## src/rtl/control_fsm_pkg.sv

```systemverilog
// Shared opcode, ALU function and state encodings for the multi-cycle control unit.
package control_fsm_pkg;

  localparam logic [5:0] OP_RTYPE = 6'b100000;
  localparam logic [5:0] OP_LI    = 6'b111000;
  localparam logic [5:0] OP_LUI   = 6'b111001;
  localparam logic [5:0] OP_ADDI  = 6'b110000;
  localparam logic [5:0] OP_ANDI  = 6'b110010;
  localparam logic [5:0] OP_ORI   = 6'b110011;
  localparam logic [5:0] OP_B     = 6'b111111;
  localparam logic [5:0] OP_BEQ   = 6'b000000;
  localparam logic [5:0] OP_BNE   = 6'b000001;
  localparam logic [5:0] OP_LB    = 6'b000011;
  localparam logic [5:0] OP_LW    = 6'b001111;
  localparam logic [5:0] OP_SB    = 6'b000111;
  localparam logic [5:0] OP_SW    = 6'b011111;

  localparam logic [3:0] ALU_ADD = 4'b0000;
  localparam logic [3:0] ALU_SUB = 4'b0001;
  localparam logic [3:0] ALU_AND = 4'b0010;
  localparam logic [3:0] ALU_OR  = 4'b0011;

  typedef enum logic [2:0] {
    S_RST,
    S_FETCH,
    S_DECODE,
    S_EXEC,
    S_MEM,
    S_WB_ALU,
    S_WB_MEM,
    S_BRANCH
  } state_t;

endpackage

```

## src/rtl/control_fsm_opcode_class.sv

```systemverilog
// Combinational opcode classifier: maps a 6-bit opcode onto the class bits the FSM sequences on.
module opcode_class
  import control_fsm_pkg::*;
(
  input  logic [5:0] opcode,
  output logic       is_rtype,
  output logic       is_imm,
  output logic       is_load,
  output logic       is_store,
  output logic       is_byte,
  output logic       is_branch,
  output logic       is_jump,
  output logic       is_illegal
);

  always_comb begin
    is_rtype   = 1'b0;
    is_imm     = 1'b0;
    is_load    = 1'b0;
    is_store   = 1'b0;
    is_byte    = 1'b0;
    is_branch  = 1'b0;
    is_jump    = 1'b0;
    is_illegal = 1'b0;
    case (opcode)
      OP_RTYPE:                               is_rtype  = 1'b1;
      OP_LI, OP_LUI, OP_ADDI, OP_ANDI, OP_ORI: is_imm    = 1'b1;
      OP_B:                                   is_jump   = 1'b1;
      OP_BEQ, OP_BNE:                         is_branch = 1'b1;
      OP_LB: begin
        is_load = 1'b1;
        is_byte = 1'b1;
      end
      OP_LW:                                  is_load   = 1'b1;
      OP_SB: begin
        is_store = 1'b1;
        is_byte  = 1'b1;
      end
      OP_SW:                                  is_store  = 1'b1;
      default:                                is_illegal = 1'b1;
    endcase
  end

endmodule

```

## src/rtl/control_fsm.sv

```systemverilog
// Multi-cycle control unit: sequences fetch/decode/execute/memory/write-back and counts retired instructions.
module control_fsm
  import control_fsm_pkg::*;
#(
  parameter int CNT_W = 32
) (
  input  logic             Clk,
  input  logic             Reset,
  input  logic [31:0]      Instr,
  input  logic             Zero,
  input  logic             MEM_Ack,
  output logic             IR_LdEn,
  output logic             PC_LdEn,
  output logic             PC_sel,
  output logic             RF_WrEn,
  output logic             RF_WrData_sel,
  output logic             RF_B_sel,
  output logic             ALU_Bin_sel,
  output logic [3:0]       ALU_func,
  output logic             MEM_Req,
  output logic             MEM_WrEn,
  output logic             ByteOp,
  output logic             Illegal,
  output logic [CNT_W-1:0] Retired
);

  state_t     state;
  logic [5:0] op_q;
  logic [3:0] func_q;
  logic [5:0] cls_op;
  logic       is_rtype, is_imm, is_load, is_store, is_byte, is_branch, is_jump, is_illegal;
  logic       taken;
  logic       retire;
  logic       unused_instr_bits;

  assign unused_instr_bits = ^Instr[25:4];

  // DECODE classifies the live IR; later states use the opcode latched on leaving DECODE.
  assign cls_op = (state == S_DECODE) ? Instr[31:26] : op_q;

  opcode_class u_opcode_class (
    .opcode    (cls_op),
    .is_rtype  (is_rtype),
    .is_imm    (is_imm),
    .is_load   (is_load),
    .is_store  (is_store),
    .is_byte   (is_byte),
    .is_branch (is_branch),
    .is_jump   (is_jump),
    .is_illegal(is_illegal)
  );

  assign taken  = (op_q == OP_BEQ) ? Zero : !Zero;
  assign retire = ((state == S_DECODE) && is_jump)
               || ((state == S_MEM) && MEM_Ack && is_store)
               || (state == S_WB_ALU)
               || (state == S_WB_MEM)
               || (state == S_BRANCH);

  always_ff @(posedge Clk) begin
    if (Reset) begin
      state   <= S_RST;
      op_q    <= '0;
      func_q  <= '0;
      Retired <= '0;
    end else begin
      case (state)
        S_RST:   state <= S_FETCH;
        S_FETCH: state <= S_DECODE;
        S_DECODE: begin
          op_q   <= Instr[31:26];
          func_q <= Instr[3:0];
          if (is_jump || is_illegal) state <= S_FETCH;
          else if (is_branch)        state <= S_BRANCH;
          else                       state <= S_EXEC;
        end
        S_EXEC: state <= (is_load || is_store) ? S_MEM : S_WB_ALU;
        S_MEM: begin
          if (MEM_Ack) state <= is_load ? S_WB_MEM : S_FETCH;
        end
        S_WB_ALU, S_WB_MEM, S_BRANCH: state <= S_FETCH;
        default: state <= S_RST;
      endcase
      if (retire) Retired <= Retired + CNT_W'(1);
    end
  end

  // Reset in flight suppresses every strobe in the same cycle, so an aborted MEM wait issues nothing.
  always_comb begin
    IR_LdEn       = 1'b0;
    PC_LdEn       = 1'b0;
    PC_sel        = 1'b0;
    RF_WrEn       = 1'b0;
    RF_WrData_sel = 1'b0;
    RF_B_sel      = 1'b0;
    ALU_Bin_sel   = 1'b0;
    ALU_func      = ALU_ADD;
    MEM_Req       = 1'b0;
    MEM_WrEn      = 1'b0;
    ByteOp        = 1'b0;
    Illegal       = 1'b0;
    if (!Reset) begin
      case (state)
        S_FETCH: IR_LdEn = 1'b1;
        S_DECODE: begin
          RF_B_sel = is_store || is_branch;
          if (is_jump) begin
            PC_LdEn = 1'b1;
            PC_sel  = 1'b1;
          end
          if (is_illegal) begin
            Illegal = 1'b1;
            PC_LdEn = 1'b1;
          end
        end
        S_EXEC: begin
          RF_B_sel    = is_store;
          ALU_Bin_sel = !is_rtype;
          if (is_rtype)              ALU_func = func_q;
          else if (op_q == OP_ANDI)  ALU_func = ALU_AND;
          else if (op_q == OP_ORI)   ALU_func = ALU_OR;
          else                       ALU_func = ALU_ADD;
        end
        S_MEM: begin
          MEM_Req  = 1'b1;
          MEM_WrEn = is_store;
          ByteOp   = is_byte;
          RF_B_sel = is_store;
          PC_LdEn  = MEM_Ack && is_store;
        end
        S_WB_ALU: begin
          RF_WrEn = 1'b1;
          PC_LdEn = 1'b1;
        end
        S_WB_MEM: begin
          RF_WrEn       = 1'b1;
          RF_WrData_sel = 1'b1;
          PC_LdEn       = 1'b1;
        end
        S_BRANCH: begin
          ALU_func = ALU_SUB;
          RF_B_sel = 1'b1;
          PC_LdEn  = 1'b1;
          PC_sel   = taken;
        end
        default: ;
      endcase
    end
  end

endmodule

```

## config.mk

```make
export PLATFORM = sky130hd
export DESIGN_NAME = control_fsm
export DESIGN_NICKNAME = d
export VERILOG_FILES = /design/src/rtl/control_fsm_pkg.sv /design/src/rtl/control_fsm_opcode_class.sv /design/src/rtl/control_fsm.sv
export SDC_FILE = /design/constraint.sdc
export NUM_CORES = 1
export LEC_CHECK = 0
export CAP_MARGIN = 5
export CORE_MARGIN = 10
export CORE_UTILIZATION = 45
export DETAILED_ROUTE_END_ITERATION = 16
export HOLD_SLACK_MARGIN = 0.15
export PLACE_DENSITY = 0.78
export SYNTH_ARGS = -nofsm -noshare
export SYNTH_HDL_FRONTEND = slang
export SYNTH_SLANG_ARGS = --single-unit
```

## constraint.sdc

```tcl
create_clock -name Clk -period 2.3 [get_ports Clk]
set_input_delay 0.46 -clock Clk [delete_from_list [all_inputs] [get_ports Clk]]
set_output_delay 0.46 -clock Clk [all_outputs]
set_load 0.02 [all_outputs]
```

======== After elaboration in Yosys (flattened, before gate mapping) ========
Index checks and enable logic that the tools add are counted.
cells by class
  multiplexer cells ....................... 44
  $lt $le $gt $ge ......................... 0
  shifts and indexed selects .............. 0
  multiply operators ...................... 0
  eq/ne operators ......................... 22
  bitwise logic cells ..................... 0
  $add $sub $neg .......................... 1
  reductions and logical operators ........ 25
  divide/modulo/power cells ............... 0
operators by type and width
  operator                                       number
  == test 6 bit, second input constant           9
  adder 32 x 1 -> 32 bit, second input constant  1
  two-way mux 1 bit                              30
  case mux 3 bit (5 select lines)                1
  OR reduction 13 bit                            1
  == test 3 bit, second input constant           4
  logical NOT 6 bit                              2
  two-way mux 3 bit                              4
  OR reduction 2 bit                             6
  two-way mux 4 bit                              2
  case mux 4 bit (2 select lines)                1
  logical OR 1 bit                               7
  == test 3 x 2 -> 1 bit, second input constant  2
  == test 6 x 1 -> 1 bit, second input constant  1
  == test 6 x 2 -> 1 bit, second input constant  1
  == test 6 x 3 -> 1 bit, second input constant  1
  == test 6 x 4 -> 1 bit, second input constant  1
  == test 6 x 5 -> 1 bit, second input constant  1
  two-way mux 6 bit                              1
  case mux 1 bit (3 select lines)                2
  logical AND 1 bit                              4
  two-way mux 2 bit                              2
  OR reduction 4 bit                             1
  == test 3 x 1 -> 1 bit, second input constant  1
  other kinds (5)                                6
storage, ports and cells
  memories kept ........................... 0
  bits in writable memories ............... 0
  flip-flop bits (word level) ............. 45
  latch bits .............................. 0
  bits of input ports ..................... 36
  output and inout port bits .............. 47
  ROM bits ................................ 0

======== Depth between registers and ports, before layout ========
Gate-level depths: netlist of run 1.
  word-level depth ........................ 10
  gate-level depth with buffers ........... 8

======== Hierarchy ========
A second synthesis of run 1 with hierarchy kept.
unflattened totals
  cells, all modules ...................... 334
  area, all modules ....................... 2721.4 um^2
by module, submodules not included
  module        area each (um^2)  cells each  seq. area each (um^2)  instances
  control_fsm   2536.2            303         900.9                  1
  opcode_class  185.2             31          0.0                    1

======== Worst setup path after synthesis of run 1 ========
OpenSTA, ideal clock, no wires.
  kind .................................... register to output
  start point ............................. register op_q[4]
  end point ............................... output ALU_func[1]
  arrival ................................. 1902 ps
  path slack .............................. -62 ps
  required time ........................... 1840 ps
  cell stages (with the launch flop) ...... 8
  cells stage by stage .................... dfxtp_1 > buf_2 > or4_1 > nor2_1 > a21oi_1 > a21oi_2 > mux2i_1 > nor3_1
between the ends
  word-level cells in the longest chain between the ends .. 6
  elaborated cells on any way between the ends .. 10
  those cells by class .................... eq/ne (3); mux (7)
ends and longest elaborated chain
  what                                                    line                                                source
  start: declaration                                      control_fsm.sv:28                                   logic [5:0] op_q;
  start signal: assignment                                control_fsm.sv:71                                   op_q <= Instr[31:26];
  == test 6 bit or two-way mux 6 bit (tied branches)      n/a
  two-way mux 2 bit or == test 6 bit (tied branches)      control_fsm.sv:121, control_fsm_opcode_class.sv:25
  two-way mux 2 bit or two-way mux 1 bit (tied branches)  control_fsm.sv:120, control_fsm_opcode_class.sv:25
  two-way mux 4 bit *                                     control_fsm.sv:119                                  if (is_rtype) ALU_func = func_q;
  case mux 4 bit (2 select lines) *                       control_fsm.sv:103                                  case (state)
  two-way mux 4 bit *                                     control_fsm.sv:102                                  if (!Reset) begin
  end: declaration                                        control_fsm.sv:19                                   output logic [3:0] ALU_func,
Every way passes the cells marked *; elsewhere a longest branch is shown, timed or not.

======== Worst setup path in the final report of run 1 ========
  start point ............................. register state[0]
  end point ............................... output PC_LdEn
between the ends
  word-level cells in the longest chain between the ends .. 8
  elaborated cells on any way between the ends .. 29
  those cells by class .................... eq/ne (17); mux (7); reduce/logical (5)
ends and longest elaborated chain
  what                                                     line                                                source
  start: declaration                                       control_fsm.sv:27                                   state_t state;
  start signal: assignment                                 control_fsm.sv:77                                   S_EXEC: state <= (is_load || is_store) ? S_MEM : S_WB_ALU;
  start signal: assignment                                 control_fsm.sv:79                                   if (MEM_Ack) state <= is_load ? S_WB_MEM : S_FETCH;
  == test 3 x 2 -> 1 bit                                   control_fsm.sv:39, control_fsm.sv:103
  two-way mux 6 bit                                        n/a
  == test 6 bit, or another cell as far along              control_fsm_opcode_class.sv:25                      case (opcode)
  two-way mux 1 bit or OR reduction 2 bit (tied branches)  n/a
  two-way mux 1 bit (on tied branches)                     control_fsm.sv:107, control_fsm_opcode_class.sv:25
  two-way mux 1 bit or logical AND 1 bit (tied branches)   control_fsm.sv:111, control_fsm.sv:129
  case mux 1 bit (3 select lines) *                        control_fsm.sv:103
  two-way mux 1 bit *                                      control_fsm.sv:102
  end: declaration                                         control_fsm.sv:13                                   output logic PC_LdEn,
Marks and branches as above.

==> report_table.html, run 1 <==
<table>
<tr><th>Metric</th><th>Value</th></tr>
<tr><th colspan="2">Layout</th></tr>
<tr><td>Number of inserted diodes</td><td>0</td></tr>
<tr><td>Most common cell after layout, fill and taps aside</td><td>buf_4</td></tr>
<tr><td>Total number of nets in the final design</td><td>496</td></tr>
<tr><td>Fraction of layout cells with a size suffix above 1</td><td>0.300</td></tr>
<tr><td>Final design utilization</td><td>0.699</td></tr>
<tr><td>Area growth from synthesis to layout</td><td>52.7%</td></tr>
<tr><td>Commonest cells after routing, fill and taps aside</td><td>buf_4 (69), dfxtp_1 (39), clkdlybuf4s50_1 (39), nand2_1 (36), nor2_1 (34)</td></tr>
<tr><td>Final std cell area, no fill</td><td>4090 um2</td></tr>
<tr><th colspan="2">Floorplan</th></tr>
<tr><td>Initial core utilization</td><td>0.458</td></tr>
<tr><td>Die span in y</td><td>97.2 um</td></tr>
<tr><td>Width of the die</td><td>97.2 um</td></tr>
<tr><td>Area inside the core boundary</td><td>5850 um2</td></tr>
<tr><td>Top-Level Pins</td><td>83</td></tr>
<tr><td>Full die area</td><td>9440 um2</td></tr>
<tr><td>Std cell rows</td><td>28</td></tr>
<tr><th colspan="2">Setup path</th></tr>
<tr><td>Critical path peak fanout</td><td>4</td></tr>
<tr><td>Slowest stage cell, crit path</td><td>or3_1</td></tr>
<tr><td>Required time of the critical path</td><td>1.84 ns</td></tr>
<tr><td>Worst Path Arrival</td><td>2.25 ns</td></tr>
<tr><td>Crit Path Class</td><td>reg2out</td></tr>
<tr><td>Maximum cell stage delay along the critical path</td><td>0.37 ns</td></tr>
<tr><td>Ordered cell list for the critical path</td><td>nor3b_4 -&gt; mux2i_1 -&gt; buf_4 -&gt; a21oi_2 -&gt; or3_1 -&gt; a21oi_2 -&gt; buf_6</td></tr>
<tr><td>Type of origin of the critical path</td><td>register</td></tr>
<tr><td>Endpoint kind of the worst setup timing path</td><td>output port</td></tr>
<tr><td>Most common cell type on the critical path</td><td>a21oi_2</td></tr>
<tr><th colspan="2">Pwr</th></tr>
<tr><td>Relative contribution of the clock network to total power</td><td>0.280</td></tr>
<tr><td>Power per Cell Area</td><td>448 nW/um2</td></tr>
<tr><td>Leakage</td><td>1.51 nW</td></tr>
<tr><td>Switching component of the power</td><td>0.540 mW</td></tr>
<tr><td>Worst vdd rail ir drop</td><td>0.000284 V</td></tr>
<tr><td>Share of total power in sequential cells</td><td>0.445</td></tr>
<tr><td>Switching Fraction</td><td>0.295</td></tr>
<tr><td>Gate power share</td><td>0.275</td></tr>
<tr><td>Internal power summed over all cells</td><td>1.29 mW</td></tr>
<tr><th colspan="2">Synthesis</th></tr>
<tr><td>Cell count after synthesis</td><td>343</td></tr>
<tr><td>#FFs+latches synth</td><td>45</td></tr>
<tr><td>Flip-flop cell with the highest count after synthesis</td><td>dfxtp_1</td></tr>
<tr><td>Count of flip-flops with a built-in enable after synthesis</td><td>0</td></tr>
<tr><td>Register area share after synthesis</td><td>0.336</td></tr>
<tr><td>Summed instance area of the synthesized netlist</td><td>2680 um2</td></tr>
<tr><td>Count of different cell masters after synthesis</td><td>55</td></tr>
<tr><td>Syn nets</td><td>380</td></tr>
<tr><td>Number of warnings printed during yosys synthesis</td><td>0</td></tr>
<tr><td>Syn Area/Cell</td><td>7.81 um2</td></tr>
<tr><td>Async SR Flop Fraction</td><td>0</td></tr>
<tr><th colspan="2">Route</th></tr>
<tr><td>DRC errors left</td><td>0</td></tr>
<tr><td>Detailed-routing iteration count for the pre-antenna-repair pass</td><td>4</td></tr>
<tr><td>Vias per Instance</td><td>5.51</td></tr>
<tr><td>Mean routed wirelength per cell</td><td>15.5 um</td></tr>
<tr><td>Overall via count from detail_route</td><td>2950</td></tr>
<tr><td>Number of DRC markers in iteration 0</td><td>98</td></tr>
<tr><td>Routed WL</td><td>8300 um</td></tr>
<tr><td>Number of nets still failing antenna checks after routing</td><td>0</td></tr>
<tr><th colspan="2">Timing</th></tr>
<tr><td>Number of hold violations in the final report</td><td>0</td></tr>
<tr><td>Final count of pins violating max slew</td><td>0</td></tr>
<tr><td>Tcrit/Tclk final</td><td>1.18</td></tr>
<tr><td>RSZ-0062 raised after global routing</td><td>yes</td></tr>
<tr><td>Hold slack</td><td>0.466 ns</td></tr>
<tr><td>Final critical delay including setup and external delays</td><td>2.71 ns</td></tr>
<tr><td>Worst Tran Pin Value</td><td>0.502 ns</td></tr>
<tr><td>Worst Setup Slack, final</td><td>-0.409 ns</td></tr>
<tr><td>Relative slew slack</td><td>0.665</td></tr>
<tr><td>Maximum clock rate</td><td>369 MHz</td></tr>
<tr><td>Finish-stage setup viols</td><td>9</td></tr>
<tr><td>Worst clock skew</td><td>0.0107 ns</td></tr>
<tr><th colspan="2">Job</th></tr>
<tr><td>Number of violations of the max-capacitance limit</td><td>0</td></tr>
<tr><th colspan="2">Place</th></tr>
<tr><td>Setup Slack @ Placement</td><td>-0.898 ns</td></tr>
<tr><td>Input/output buffers</td><td>60</td></tr>
<tr><td>Routability cong.</td><td>0.876</td></tr>
<tr><td>Placed standard-cell area</td><td>3690 um2</td></tr>
<tr><td>Final HPWL DP</td><td>6080 um</td></tr>
<tr><th colspan="2">Global routing</th></tr>
<tr><td>Most Crowded Layer GR</td><td>met2</td></tr>
<tr><td>Met3 routing resource usage after global routing</td><td>0.0405</td></tr>
<tr><td>GRT overflow</td><td>0</td></tr>
<tr><td>Pin count of the biggest net entering global routing</td><td>27</td></tr>
<tr><td>Initial antenna violation count</td><td>0</td></tr>
<tr><td>First-pass GRT wire length</td><td>13700 um</td></tr>
<tr><td>Total track usage</td><td>0.165</td></tr>
<tr><td>Vias in the first global route</td><td>2904</td></tr>
<tr><td>Met1 track utilization from global routing</td><td>0.192</td></tr>
<tr><td>Met2 track utilization from global routing</td><td>0.294</td></tr>
<tr><th colspan="2">Clocking</th></tr>
<tr><td>Clock Tree Root</td><td>clkbuf_8</td></tr>
<tr><td>Worst-skew pair later-pin latency</td><td>0.30 ns</td></tr>
<tr><td>Total number of H-tree levels</td><td>2</td></tr>
<tr><td>CTS tree</td><td>built</td></tr>
<tr><td>Deepest clock path buffer count</td><td>2</td></tr>
<tr><td>Clock-pin slew on the worst setup and hold paths</td><td>0.08 ns</td></tr>
<tr><td>TritonCTS sink count</td><td>45</td></tr>
<tr><td>Number of buffers inserted for hold repair after clock tree synthesis</td><td>0</td></tr>
<tr><td>Number of clock buffers inserted by TritonCTS</td><td>5</td></tr>
<tr><th colspan="2">Outcome</th></tr>
<tr><td>Violated checks</td><td>setup timing</td></tr>
<tr><td>Run status</td><td>finished, violations left</td></tr>
<tr><th colspan="2">Min path</th></tr>
<tr><td>Worst hold path type</td><td>reg2reg</td></tr>
</table>
power by group through the flow:
stage / clock network, mW / logic [mW] / registers (mW)
detailed placement: 0 / 0.377 / 0.830
global placement: 0 / 0.375 / 0.829
finish: 0.513 / 0.505 / 0.816
floorplan: 0 / 0.209 / 0.830
global route: 0.546 / 0.541 / 0.819
CTS: 0.525 / 0.446 / 0.815
final timing paths:
check                                from          to  slack (ns)  depth (start not counted)
worst min-delay path            func_q[2]   func_q[2]        0.47                          2
worst min register to register  func_q[2]   func_q[2]        0.47                          2
worst max-delay path             state[0]     PC_LdEn       -0.41                          7
worst max register to register   state[2]  Retired[5]        0.06                         10
repair_timing:
item | 4_1_cts | 5_1_grt
setup endpoints to repair | 34 | 26
resized for setup | 83 | 40
setup buffers | 7 | 9
pin swaps | 14 | 12
worst max-delay path: cells and delay by family, from the launching register on:
kind                   cells  cell delay (ns)
and+or+nand+nor            2             0.68
DFF                        1             0.35
muxes                      1             0.36
buffers and inverters      2             0.35
AOI/OAI and AO/OA          2             0.23
routing by layer:
metal,vias to the layer above,wire (um)
li1,1467,-
met1,1415,3580
met3,11,382
met2,57,4230
met5,-,0
met4,0,107
cell families (layout without fill, tap and decap cells):
| group | Yosys count | count (layout) | synth area share |
|---|---|---|---|
| AND/OR/NAND/NOR | 146 | 146 | 0.287 |
| buffers and inverters | 33 | 150 | 0.0607 |
| XOR/XNOR | 22 | 22 | 0.0719 |
| AO/OA/AOI/OAI | 91 | 91 | 0.220 |
| flip-flops | 45 | 45 | 0.336 |
| adder cells (fa/ha/maj) | 1 | 1 | 0.00467 |
| multiplexers | 5 | 5 | 0.0191 |
cell type report:
class                   instances  area, um2
multi-input cells             265       1810
flip-flops and latches         45        908
clock buffers                   6       82.6
clock inverters                 2       13.8
well taps                      75       93.8
fillers                       466       1760
inverters                      11       41.3
repair buffers                131       1140
cell usage after synthesis, types with 3 or more instances:
library cell  number  share of area
dfxtp_1           45           0.34
a21oi_1           37          0.069
nand2_1           36          0.050
nor2_1            35          0.049
o21ai_0           17          0.032
nand3_1           14          0.026
or3_1             14          0.033
xnor2_1           14          0.046
clkbuf_1          11          0.015
inv_1             10          0.014
nor3_1             9          0.017
xor2_1             8          0.026
buf_2              7          0.013
nand4_1            7          0.016
a211oi_1           5          0.014
a31oi_1            4         0.0093
and3_1             4         0.0093
buf_6              4          0.017
mux2i_1            4          0.015
nand2b_1           4         0.0093
a2111oi_2          3          0.017
a21o_1             3         0.0084
nor2b_1            3         0.0070
nor4_1             3         0.0070
o2111ai_1          3         0.0098
metrics by stage:
step / power, mW / instances / TNS, ns
4_1_cts: 1.79 / 526 / -2.23
2_1_floorplan: 1.04 / 343 / 0
3_3_place_gp: 1.20 / 511 / -16.23
5_1_grt: 1.91 / 535 / -3.48
6_report: 1.83 / 535 / -1.99
3_5_place_dp: 1.21 / 511 / -18.93
flip-flops by register name (all words and copies together) (netlist names):
name,cells
Retired,32
func_q,4
op_q,6
state,3
Power figures use the tool's default switching activity.
==> run 2, diff against run 1 <==
--- a/config.mk
+++ b/config.mk
@@ -11,6 +11,7 @@
 export DETAILED_ROUTE_END_ITERATION = 16
 export HOLD_SLACK_MARGIN = 0.15
 export PLACE_DENSITY = 0.78
+export SETUP_SLACK_MARGIN = 0.15
 export SYNTH_ARGS = -nofsm -noshare
 export SYNTH_HDL_FRONTEND = slang
 export SYNTH_SLANG_ARGS = --single-unit
==> run 2 against run 1 <==
Net effect:
- the run still ends with setup timing left
- setup slack gained 0.11 ns
- sequential power is essentially flat
- clock skew fell by 0.0011 ns
- combinational power grew 9.3%
- critical endpoint unchanged
- non-clock buffer count up 9
- global-route usage is 0.62 points higher
- cell area up 8.5%
- via count rose by 4.6%
- wire length increased by 12%
==> report_table.html, run 2 (synthesized netlist as in run 1, its figures left out) <==
<table>
<tr><th>Metric</th><th>Value</th></tr>
<tr><th colspan="2">Outcome</th></tr>
<tr><td>Run status</td><td>finished, violations left</td></tr>
<tr><td>Violated checks</td><td>setup timing</td></tr>
<tr><th colspan="2">Clocking</th></tr>
<tr><td>TritonCTS sink count</td><td>45 (unchanged)</td></tr>
<tr><td>Clock-pin slew on the worst setup and hold paths</td><td>0.09 ns (about the same)</td></tr>
<tr><td>Deepest clock path buffer count</td><td>2 (unchanged)</td></tr>
<tr><td>Clock Tree Root</td><td>clkbuf_8</td></tr>
<tr><td>Number of clock buffers inserted by TritonCTS</td><td>5 (unchanged)</td></tr>
<tr><td>CTS tree</td><td>built</td></tr>
<tr><td>Number of buffers inserted for hold repair after clock tree synthesis</td><td>0 (unchanged)</td></tr>
<tr><td>Total number of H-tree levels</td><td>2 (unchanged)</td></tr>
<tr><td>Worst-skew pair later-pin latency</td><td>0.31 ns (about the same)</td></tr>
<tr><th colspan="2">Min path</th></tr>
<tr><td>Worst hold path type</td><td>reg2reg</td></tr>
<tr><th colspan="2">Global routing</th></tr>
<tr><td>GRT overflow</td><td>0 (unchanged)</td></tr>
<tr><td>First-pass GRT wire length</td><td>14000 um (+2.3%)</td></tr>
<tr><td>Total track usage</td><td>0.172 (+0.00624)</td></tr>
<tr><td>Vias in the first global route</td><td>2869 (-1.2%)</td></tr>
<tr><td>Initial antenna violation count</td><td>0 (unchanged)</td></tr>
<tr><td>Pin count of the biggest net entering global routing</td><td>42 (+56%)</td></tr>
<tr><th colspan="2">Timing</th></tr>
<tr><td>Relative slew slack</td><td>0.678 (+0.0123)</td></tr>
<tr><td>Worst clock skew</td><td>0.00965 ns (-0.00105 ns)</td></tr>
<tr><td>Worst Tran Pin Value</td><td>0.477 ns (-0.0242 ns)</td></tr>
<tr><td>Final count of pins violating max slew</td><td>0 (unchanged)</td></tr>
<tr><td>RSZ-0062 raised after global routing</td><td>yes</td></tr>
<tr><td>Worst Setup Slack, final</td><td>-0.297 ns (+0.113 ns)</td></tr>
<tr><td>Tcrit/Tclk final</td><td>1.13 (-0.0489)</td></tr>
<tr><td>Number of hold violations in the final report</td><td>0 (unchanged)</td></tr>
<tr><td>Final critical delay including setup and external delays</td><td>2.60 ns (-0.113 ns)</td></tr>
<tr><td>Maximum clock rate</td><td>385 MHz (+4.3%)</td></tr>
<tr><td>Finish-stage setup viols</td><td>10 (+1)</td></tr>
<tr><th colspan="2">Pwr</th></tr>
<tr><td>Worst vdd rail ir drop</td><td>0.000368 V (+30%)</td></tr>
<tr><td>Power per Cell Area</td><td>448 nW/um2 (about the same)</td></tr>
<tr><td>Overall power consumption</td><td>1.99 mW (+8.5%)</td></tr>
<tr><td>Leakage</td><td>1.57 nW (+4.0%)</td></tr>
<tr><th colspan="2">Floorplan</th></tr>
<tr><td>Die span in y</td><td>97.2 um (unchanged)</td></tr>
<tr><td>Width of the die</td><td>97.2 um (unchanged)</td></tr>
<tr><td>Std cell rows</td><td>28 (unchanged)</td></tr>
<tr><td>Full die area</td><td>9440 um2 (unchanged)</td></tr>
<tr><td>Initial core utilization</td><td>0.458 (unchanged)</td></tr>
<tr><td>Area inside the core boundary</td><td>5850 um2 (unchanged)</td></tr>
<tr><td>Top-Level Pins</td><td>83 (unchanged)</td></tr>
<tr><th colspan="2">Setup path</th></tr>
<tr><td>Crit Path Class</td><td>reg2out</td></tr>
<tr><td>Endpoint kind of the worst setup timing path</td><td>output port</td></tr>
<tr><td>Critical path buffers and inverters</td><td>2 (unchanged)</td></tr>
<tr><td>Worst Path Arrival</td><td>2.14 ns (-0.11 ns)</td></tr>
<tr><td>Critical path peak fanout</td><td>4 (unchanged)</td></tr>
<tr><td>Required time of the critical path</td><td>1.84 ns (about the same)</td></tr>
<tr><td>Type of origin of the critical path</td><td>register</td></tr>
<tr><td>Ordered cell list for the critical path</td><td>nor3b_4 -&gt; buf_6 -&gt; mux2i_4 -&gt; o31ai_2 -&gt; a21oi_2 -&gt; or3_4 -&gt; a21oi_4 -&gt; buf_6</td></tr>
<tr><td>Maximum cell stage delay along the critical path</td><td>0.39 ns (+0.02 ns)</td></tr>
<tr><td>Slowest stage cell, crit path</td><td>or3_4</td></tr>
<tr><td>Most common cell type on the critical path</td><td>buf_6</td></tr>
<tr><td>Largest delay share family, worst path</td><td>simple AND/OR/NAND/NOR gates</td></tr>
<tr><th colspan="2">Layout</th></tr>
<tr><td>Biggest register</td><td>Retired</td></tr>
<tr><td>Max reg flops</td><td>32 (unchanged)</td></tr>
<tr><td>Fraction of layout cells with a size suffix above 1</td><td>0.365 (+0.0646)</td></tr>
<tr><td>Most common cell after layout, fill and taps aside</td><td>buf_4</td></tr>
<tr><td>Area growth from synthesis to layout</td><td>65.7%</td></tr>
<tr><td>Number of inserted diodes</td><td>0 (unchanged)</td></tr>
<tr><td>Final design utilization</td><td>0.759 (+0.0597)</td></tr>
<tr><td>Registers with the most flip-flops</td><td>Retired x32, op_q x6, func_q x4</td></tr>
<tr><td>Commonest cells after routing, fill and taps aside</td><td>buf_4 (67), dfxtp_1 (39), clkdlybuf4s50_1 (39), nand2_1 (36), nor2_1 (31)</td></tr>
<tr><td>Total number of nets in the final design</td><td>505 (+1.8%)</td></tr>
<tr><td>Final cell count without fillers</td><td>544 (+1.7%)</td></tr>
<tr><th colspan="2">Route</th></tr>
<tr><td>Mean routed wirelength per cell</td><td>17.1 um (+10%)</td></tr>
<tr><td>Detailed-routing iteration count for the pre-antenna-repair pass</td><td>4 (unchanged)</td></tr>
<tr><td>Number of nets still failing antenna checks after routing</td><td>0 (unchanged)</td></tr>
<tr><td>Routed WL</td><td>9330 um (+12%)</td></tr>
<tr><td>Vias per Instance</td><td>5.67 (+2.9%)</td></tr>
<tr><td>DRC errors left</td><td>0 (unchanged)</td></tr>
<tr><td>Number of DRC markers in iteration 0</td><td>213 (+120%)</td></tr>
<tr><td>Overall via count from detail_route</td><td>3087 (+4.6%)</td></tr>
<tr><th colspan="2">Job</th></tr>
<tr><td>Number of violations of the max-capacitance limit</td><td>0 (unchanged)</td></tr>
<tr><th colspan="2">Place</th></tr>
<tr><td>Routability cong.</td><td>0.889 (+1.4%)</td></tr>
<tr><td>Input/output buffers</td><td>60 (unchanged)</td></tr>
<tr><td>Setup Slack @ Placement</td><td>-0.877 ns (+0.0213 ns)</td></tr>
<tr><td>Placed cells</td><td>516 (+0.98%)</td></tr>
<tr><td>Final HPWL DP</td><td>6080 um (about the same)</td></tr>
</table>
## run 2: changes by cell type in the layout (fill, tap and decap cells not counted), sizes merged
cell,before,now
buf,82,91
bufinv,0,1
clkbuf,9,11
clkdlybuf4s15,0,2
clkinv,2,1
dlygate4sd2,6,3
dlymetal6s2s,1,0
## run 2: worst min-delay path, stage by stage (launching register included)
cell	delay (ns)
dfxtp_1	0.32
nand2_1	0.05
a21oi_1	0.05
## run 2: final cells by class
cell class                 count  area, um2
timing repair buffer         140       1250
clock buffer                   6       72.6
inverter                      11       43.8
sequential                    45        911
clock inverter                 2       38.8
multi-input combinational    265       2030
fill                         394       1410
tap                           75       93.8
## run 2: worst paths after layout
kind                                 from           to  slack (ns)  cells past startpoint
worst max-delay path             state[2]      PC_LdEn       -0.30                      8
worst min-delay path            func_q[2]    func_q[2]        0.47                      2
worst max register to register    op_q[1]  Retired[14]        0.12                     10
worst min register to register  func_q[2]    func_q[2]        0.47                      2
## run 2: per-layer routing
metal / up-vias / GRT usage / routed length, um
li1: 1486 / - / -
met1: 1486 / 0.200 / 3760
met2: 98 / 0.300 / 4860
met3: 17 / 0.0448 / 534
met4: 0 / 0.0454 / 167
met5: - / 0 / 0
## run 2: report_power, final
group	total [mW]	switching [mW]	internal (mW)
registers	0.819	0.0193	0.800
logic	0.552	0.280	0.272
clock network	0.619	0.292	0.327
total	1.99	0.591	1.40
## run 2: what timing repair did
item | CTS | global route
endpoints found under the setup margin | 41 | 39
pin swaps | 11 | 17
buffers inserted | 4 | 14
gates cloned | 1 | 1
resized for setup | 111 | 65
## run 2: through the flow
step	area [um2]	hold WS, ns	TNS [ns]
after floorplan	2740	0.432	0
after global placement	3760	0.439	-15.99
after detailed placement	3760	0.446	-17.82
after CTS	4070	0.458	-1.72
after global routing	4440	0.498	-2.79
final	4440	0.466	-2.07
==> run 3, diff against run 2 <==
--- a/config.mk
+++ b/config.mk
@@ -12,6 +12,7 @@
 export HOLD_SLACK_MARGIN = 0.15
 export PLACE_DENSITY = 0.78
 export SETUP_SLACK_MARGIN = 0.15
+export SLEW_MARGIN = 20
 export SYNTH_ARGS = -nofsm -noshare
 export SYNTH_HDL_FRONTEND = slang
 export SYNTH_SLANG_ARGS = --single-unit
==> results of run 3 <==
Final layout, timing and power as in run 2 (identical DEF).
